==> config.mk <==
export PLATFORM = sky130hd
export DESIGN_NAME = receiver
export DESIGN_NICKNAME = d
export VERILOG_FILES = /design/src/rtl/receiver.sv
export SDC_FILE = /design/constraint.sdc
export NUM_CORES = 1
export LEC_CHECK = 0
export CORE_MARGIN = 1.5
export CORE_UTILIZATION = 55
export DETAILED_ROUTE_END_ITERATION = 7
export MAX_ROUTING_LAYER = met4
export PLACE_DENSITY = 0.83
export SYNTH_ARGS = -nofsm -noshare
export SYNTH_HDL_FRONTEND = slang
export SYNTH_SLANG_ARGS = --single-unit
==> constraint.sdc <==
create_clock -name clk_i -period 1.74 [get_ports clk_i]
set_input_delay 0.435 -clock clk_i [delete_from_list [all_inputs] [get_ports clk_i]]
set_output_delay 0.435 -clock clk_i [all_outputs]
set_load 0.05 [all_outputs]
==> src/rtl/receiver.sv <==
// receiver: UART 8-bit serial receiver, start/8 data LSB-first/stop, oversampled mid-bit sampling.
// Define UART_RX_PARITY_EN to add an even-parity bit between data and stop.
module receiver #(
  parameter int OVERSAMPLE = 16
) (
  input  logic       clk_i,
  input  logic       rst_i,
  input  logic       os_tick_i,
  input  logic       rx_i,
  output logic [7:0] data_out_o,
  output logic       valid_o,
  output logic       frame_err_o,
  output logic       parity_err_o,
  output logic       busy_o
);

  localparam int            CW       = (OVERSAMPLE > 1) ? $clog2(OVERSAMPLE) : 1;
  localparam logic [CW-1:0] CNT_HALF = CW'(OVERSAMPLE / 2 - 1);
  localparam logic [CW-1:0] CNT_FULL = CW'(OVERSAMPLE - 1);

  typedef enum logic [2:0] {
    S_IDLE,
    S_START,
    S_DATA,
    S_PARITY,
    S_STOP
  } state_t;

  state_t        state_q, state_d;
  logic          rx_meta_q, rx_s_q, rx_prev_q;
  logic [CW-1:0] cnt_q, cnt_d;
  logic [2:0]    idx_q, idx_d;
  logic [7:0]    shift_q, shift_d;
  logic [7:0]    data_q, data_d;
  logic          valid_q, valid_d;
  logic          ferr_q, ferr_d;
  logic          mid_smp, full_smp, stop_smp, fall_edge;

  // Mid start bit is half a bit in; every later sample point is a full bit apart.
  assign mid_smp   = os_tick_i && (cnt_q == CNT_HALF);
  assign full_smp  = os_tick_i && (cnt_q == CNT_FULL);
  assign stop_smp  = (state_q == S_STOP) && full_smp;
  assign fall_edge = rx_prev_q && !rx_s_q;

  always_ff @(posedge clk_i or negedge rst_i) begin
    if (!rst_i) begin
      rx_meta_q <= 1'b1;
      rx_s_q    <= 1'b1;
      rx_prev_q <= 1'b1;
    end else begin
      rx_meta_q <= rx_i;
      rx_s_q    <= rx_meta_q;
      rx_prev_q <= rx_s_q;
    end
  end

  always_ff @(posedge clk_i or negedge rst_i) begin
    if (!rst_i) state_q <= S_IDLE;
    else        state_q <= state_d;
  end

  always_comb begin
    state_d = state_q;
    case (state_q)
      S_IDLE:  if (fall_edge) state_d = S_START;
      S_START: if (mid_smp) state_d = rx_s_q ? S_IDLE : S_DATA;
      S_DATA: begin
        if (full_smp && idx_q == 3'd7) begin
`ifdef UART_RX_PARITY_EN
          state_d = S_PARITY;
`else
          state_d = S_STOP;
`endif
        end
      end
`ifdef UART_RX_PARITY_EN
      S_PARITY: if (full_smp) state_d = S_STOP;
`endif
      S_STOP:  if (full_smp) state_d = S_IDLE;
      default: state_d = S_IDLE;
    endcase
  end

  // Counter restarts on every state change so each state measures from its own entry.
  always_comb begin
    cnt_d = cnt_q;
    if (state_d != state_q || state_q == S_IDLE) cnt_d = '0;
    else if (os_tick_i) cnt_d = (cnt_q == CNT_FULL) ? '0 : cnt_q + CW'(1);
  end

  always_comb begin
    idx_d   = idx_q;
    shift_d = shift_q;
    if (state_q == S_START) idx_d = 3'd0;
    if (state_q == S_DATA && full_smp) begin
      shift_d[idx_q] = rx_s_q;
      idx_d          = idx_q + 3'd1;
    end
  end

  always_comb begin
    valid_d = stop_smp && rx_s_q;
    ferr_d  = stop_smp && !rx_s_q;
    data_d  = stop_smp ? shift_q : data_q;
  end

  always_ff @(posedge clk_i or negedge rst_i) begin
    if (!rst_i) begin
      cnt_q   <= '0;
      idx_q   <= 3'd0;
      shift_q <= 8'h00;
      data_q  <= 8'h00;
      valid_q <= 1'b0;
      ferr_q  <= 1'b0;
    end else begin
      cnt_q   <= cnt_d;
      idx_q   <= idx_d;
      shift_q <= shift_d;
      data_q  <= data_d;
      valid_q <= valid_d;
      ferr_q  <= ferr_d;
    end
  end

`ifdef UART_RX_PARITY_EN
  logic par_q, par_d;
  logic perr_q, perr_d;

  always_comb begin
    par_d = par_q;
    if (state_q == S_PARITY && full_smp) par_d = rx_s_q;
  end

  // Even parity: only reported alongside a good stop bit.
  always_comb begin
    perr_d = valid_d && (^{shift_q, par_q});
  end

  always_ff @(posedge clk_i or negedge rst_i) begin
    if (!rst_i) begin
      par_q  <= 1'b0;
      perr_q <= 1'b0;
    end else begin
      par_q  <= par_d;
      perr_q <= perr_d;
    end
  end

  assign parity_err_o = perr_q;
`else
  assign parity_err_o = 1'b0;
`endif

  assign data_out_o  = data_q;
  assign valid_o     = valid_q;
  assign frame_err_o = ferr_q;
  assign busy_o      = (state_q != S_IDLE);

endmodule

==> impl_metrics.json <==
{
  "pwr-share-seq_pct": 44.2,
  "hold_path.class": "flip-flop to flip-flop",
  "diodes": 0,
  "power.leakage_uw": 0.000911,
  "layout_common_cells": "buf_4 (30), dfrtp_1 (25), mux2_2 (10)",
  "cp_max_fo": 5,
  "cp.arrival_ns": 1.94,
  "postSynthAreaPerCell_um2": 12.0,
  "syn_area_mm2": 0.00151,
  "cts-root-buf": "clkbuf_4",
  "clkPwrFrac_pct": 27.9,
  "critPathRequiredTime_ns": 2.00,
  "io_buffers": 14,
  "dpl.hpwl_um": 2000,
  "path_class": "flip-flop to flip-flop",
  "ys_ff_latch": 31,
  "p_int_uw": 1460,
  "start_util_pct": 59.4,
  "status": "finished clean",
  "swShare_pct": 31.0,
  "clk_path_buf_depth": 2,
  "syn_nets": 133,
  "ioPinCount": 16,
  "chipHeight_um": 55.4,
  "die-area_mm2": 0.00307,
  "setup_viol_count_final": 0,
  "die_w_um": 55.4,
  "endpoint_kind": "flip-flop",
  "grt_first_pass_wirelength_um": 5260,
  "num-fill-cells": 177,
  "fin_hold_ws_ns": 0.365,
  "rows": 18,
  "synthTopCellsByArea": "dfrtp_1 (46%), mux2_2 (7.5%), dfstp_2 (5.2%)",
  "fin_skew_ns": 0.0146,
  "drc_errors": 0,
  "async_flop_share_pct": 100,
  "switching_power_uw": 654,
  "cts_buffers": 5,
  "drive_above_1_share_pct": 40.4,
  "finalWirelength_um": 2970,
  "drt_iter0_drc": 45,
  "cts.reportedPaths.clkPinSlew_ns": 0.09,
  "coreArea_mm2": 0.00254,
  "cts_tree": "built",
  "num_vias": 1138,
  "netlist_instances": 126,
  "drtPass1Iterations": 4,
  "antenna_left": 0,
  "power_density_mw_per_mm2": 1120,
  "ys_warn_count": 0,
  "cts.sinks": 31,
  "synth_cell_types": 39,
  "grtUsageTotal_pct": 23.0,
  "synth_top_area_share_pct": 46.4,
  "yosysTopAreaCell": "dfrtp_1",
  "clkLatencyLatePin_ns": 0.34,
  "htree_levels": 2,
  "final_common_cell": "buf_4",
  "ir_drop_v": 0.00117,
  "grt_overflow": 0,
  "synth_edf_count": 0,
  "fmax_mhz": 597,
  "slew_violations": 0,
  "min_period_over_period_pct": 96.3,
  "via_per_inst": 5.96,
  "min_period_ns": 1.68,
  "grt_pass1_vias": 1195,
  "hold_viol_final": 0,
  "start_kind": "flip-flop",
  "combinationalPowerShare_pct": 27.8,
  "grt_max_degree": 32,
  "rsz0062_at_grt": "no",
  "wl_per_cell_um": 15.5,
  "fin_util_pct": 73.8,
  "antenna_found_initial": 0,
  "gp_congestion": 0.783,
  "nNetsFinal": 167,
  "syn_to_final_growth_pct": 24.3,
  "synth-seq-area-share_pct": 51.6,
  "yosys_most_used_dff": "dfrtp_1",
  "max_cap_violations": 0
}
## what timing repair did
item | CTS | global route
setup endpoints to repair | 1 | 1
hold buffers | 0 | 0
resized for setup | 5 | 1
gates cloned | 0 | 0
setup buffers | 1 | 2
## cells by family after synthesis
kind of cell	Yosys count	synth area share, %
AND/OR/NAND/NOR	43	18.3
flip-flops	31	51.6
AO/OA/AOI/OAI	19	8.53
multiplexers	17	13.3
buffers and inverters	11	4.97
adder cells (fa/ha/maj)	3	2.48
other	1	0.248
XOR/XNOR	1	0.580
## final cells by class
| class | count | area [µm²] | area share, % |
|---|---|---|---|
| clock inverter | 2 | 35.0 | 1.87 |
| multi-input combinational | 84 | 664 | 35.4 |
| inverter | 3 | 11.3 | 0.600 |
| timing repair buffer | 35 | 295 | 15.7 |
| sequential | 31 | 783 | 41.7 |
| clock buffer | 6 | 51.3 | 2.73 |
| tap | 30 | 37.5 | 2.00 |
## cells in the mapped netlist (all sizes together), types with 2 or more instances
library cell	number
o21ai	4
nand3	10
nor2	7
ha	3
a32oi	3
a22oi	3
inv	3
a21oi	5
o211ai	3
dfrtp	28
mux2	16
buf	7
nand2	5
nand4b	2
nand2b	3
nand4	4
nor2b	3
dfstp	3
## critical path, stage by stage (launching register included)
cell     delay [ns]
dfrtp_1        0.45
ha_1           0.23
and4_1         0.21
buf_4          0.15
buf_4          0.15
a211o_1        0.30
a21oi_2        0.11
## sequential cells by signal, summed over array words and instances (netlist names)
signal / flops
state_q: 3
idx_q: 3
rx_meta_q: 1
shift_q: 8
cnt_q: 4
rx_s_q: 1
rx_prev_q: 1
data_out_o: 8
valid_o: 1
frame_err_o: 1
## layer usage
layer | vias to the layer above | wire [µm] | global-route usage [%] | part of all wire, %
li1 | 529 | - | - | -
met1 | 570 | 1250 | 24.8 | 42
met2 | 33 | 1510 | 36.7 | 51
met3 | 6 | 140 | 7.73 | 4.7
met4 | 0 | 71 | 13.9 | 2.4
met5 | - | 0 | - | 0
## power groups by stage
stage / combinational (µW) / clock [µW] / sequential (µW)
2_1_floorplan: 361 / 0 / 936
3_3_place_gp: 536 / 0 / 938
3_5_place_dp: 563 / 0 / 949
4_1_cts: 567 / 603 / 939
5_1_grt: 663 / 632 / 951
6_report: 588 / 590 / 935
## path summary, 6_finish.rpt
kind	start	end	slack, ns	cells after the start
setup / recovery	cnt_q[0]$_DFFE_PN0P_	state_q[1]$_DFF_PN0_	0.06	6
hold / removal	rx_meta_q$_DFF_PN1_	rx_s_q$_DFF_PN1_	0.37	0
setup reg to reg	cnt_q[0]$_DFFE_PN0P_	state_q[1]$_DFF_PN0_	0.06	6
hold reg to reg	rx_meta_q$_DFF_PN1_	rx_s_q$_DFF_PN1_	0.37	0
max in group asynchronous	rst_i	rx_prev_q$_DFF_PN1_	1.04	2
min in group asynchronous	rst_i	frame_err_o$_DFF_PN0_	0.45	2
## stage by stage
stage | setup WS [ns] | instance area [µm²] | power, µW | instances | setup TNS, ns
global route | 0.0138 | 1880 | 2250 | 191 | 0
CTS | 0.0487 | 1860 | 2110 | 189 | 0
detailed placement | -0.198 | 1760 | 1510 | 180 | -3.24
floorplan | 0.144 | 1510 | 1300 | 126 | 0
global placement | -0.108 | 1760 | 1470 | 180 | -1.77
finish | 0.0637 | 1880 | 2110 | 191 | 0
(Power assumes the default switching activity.)
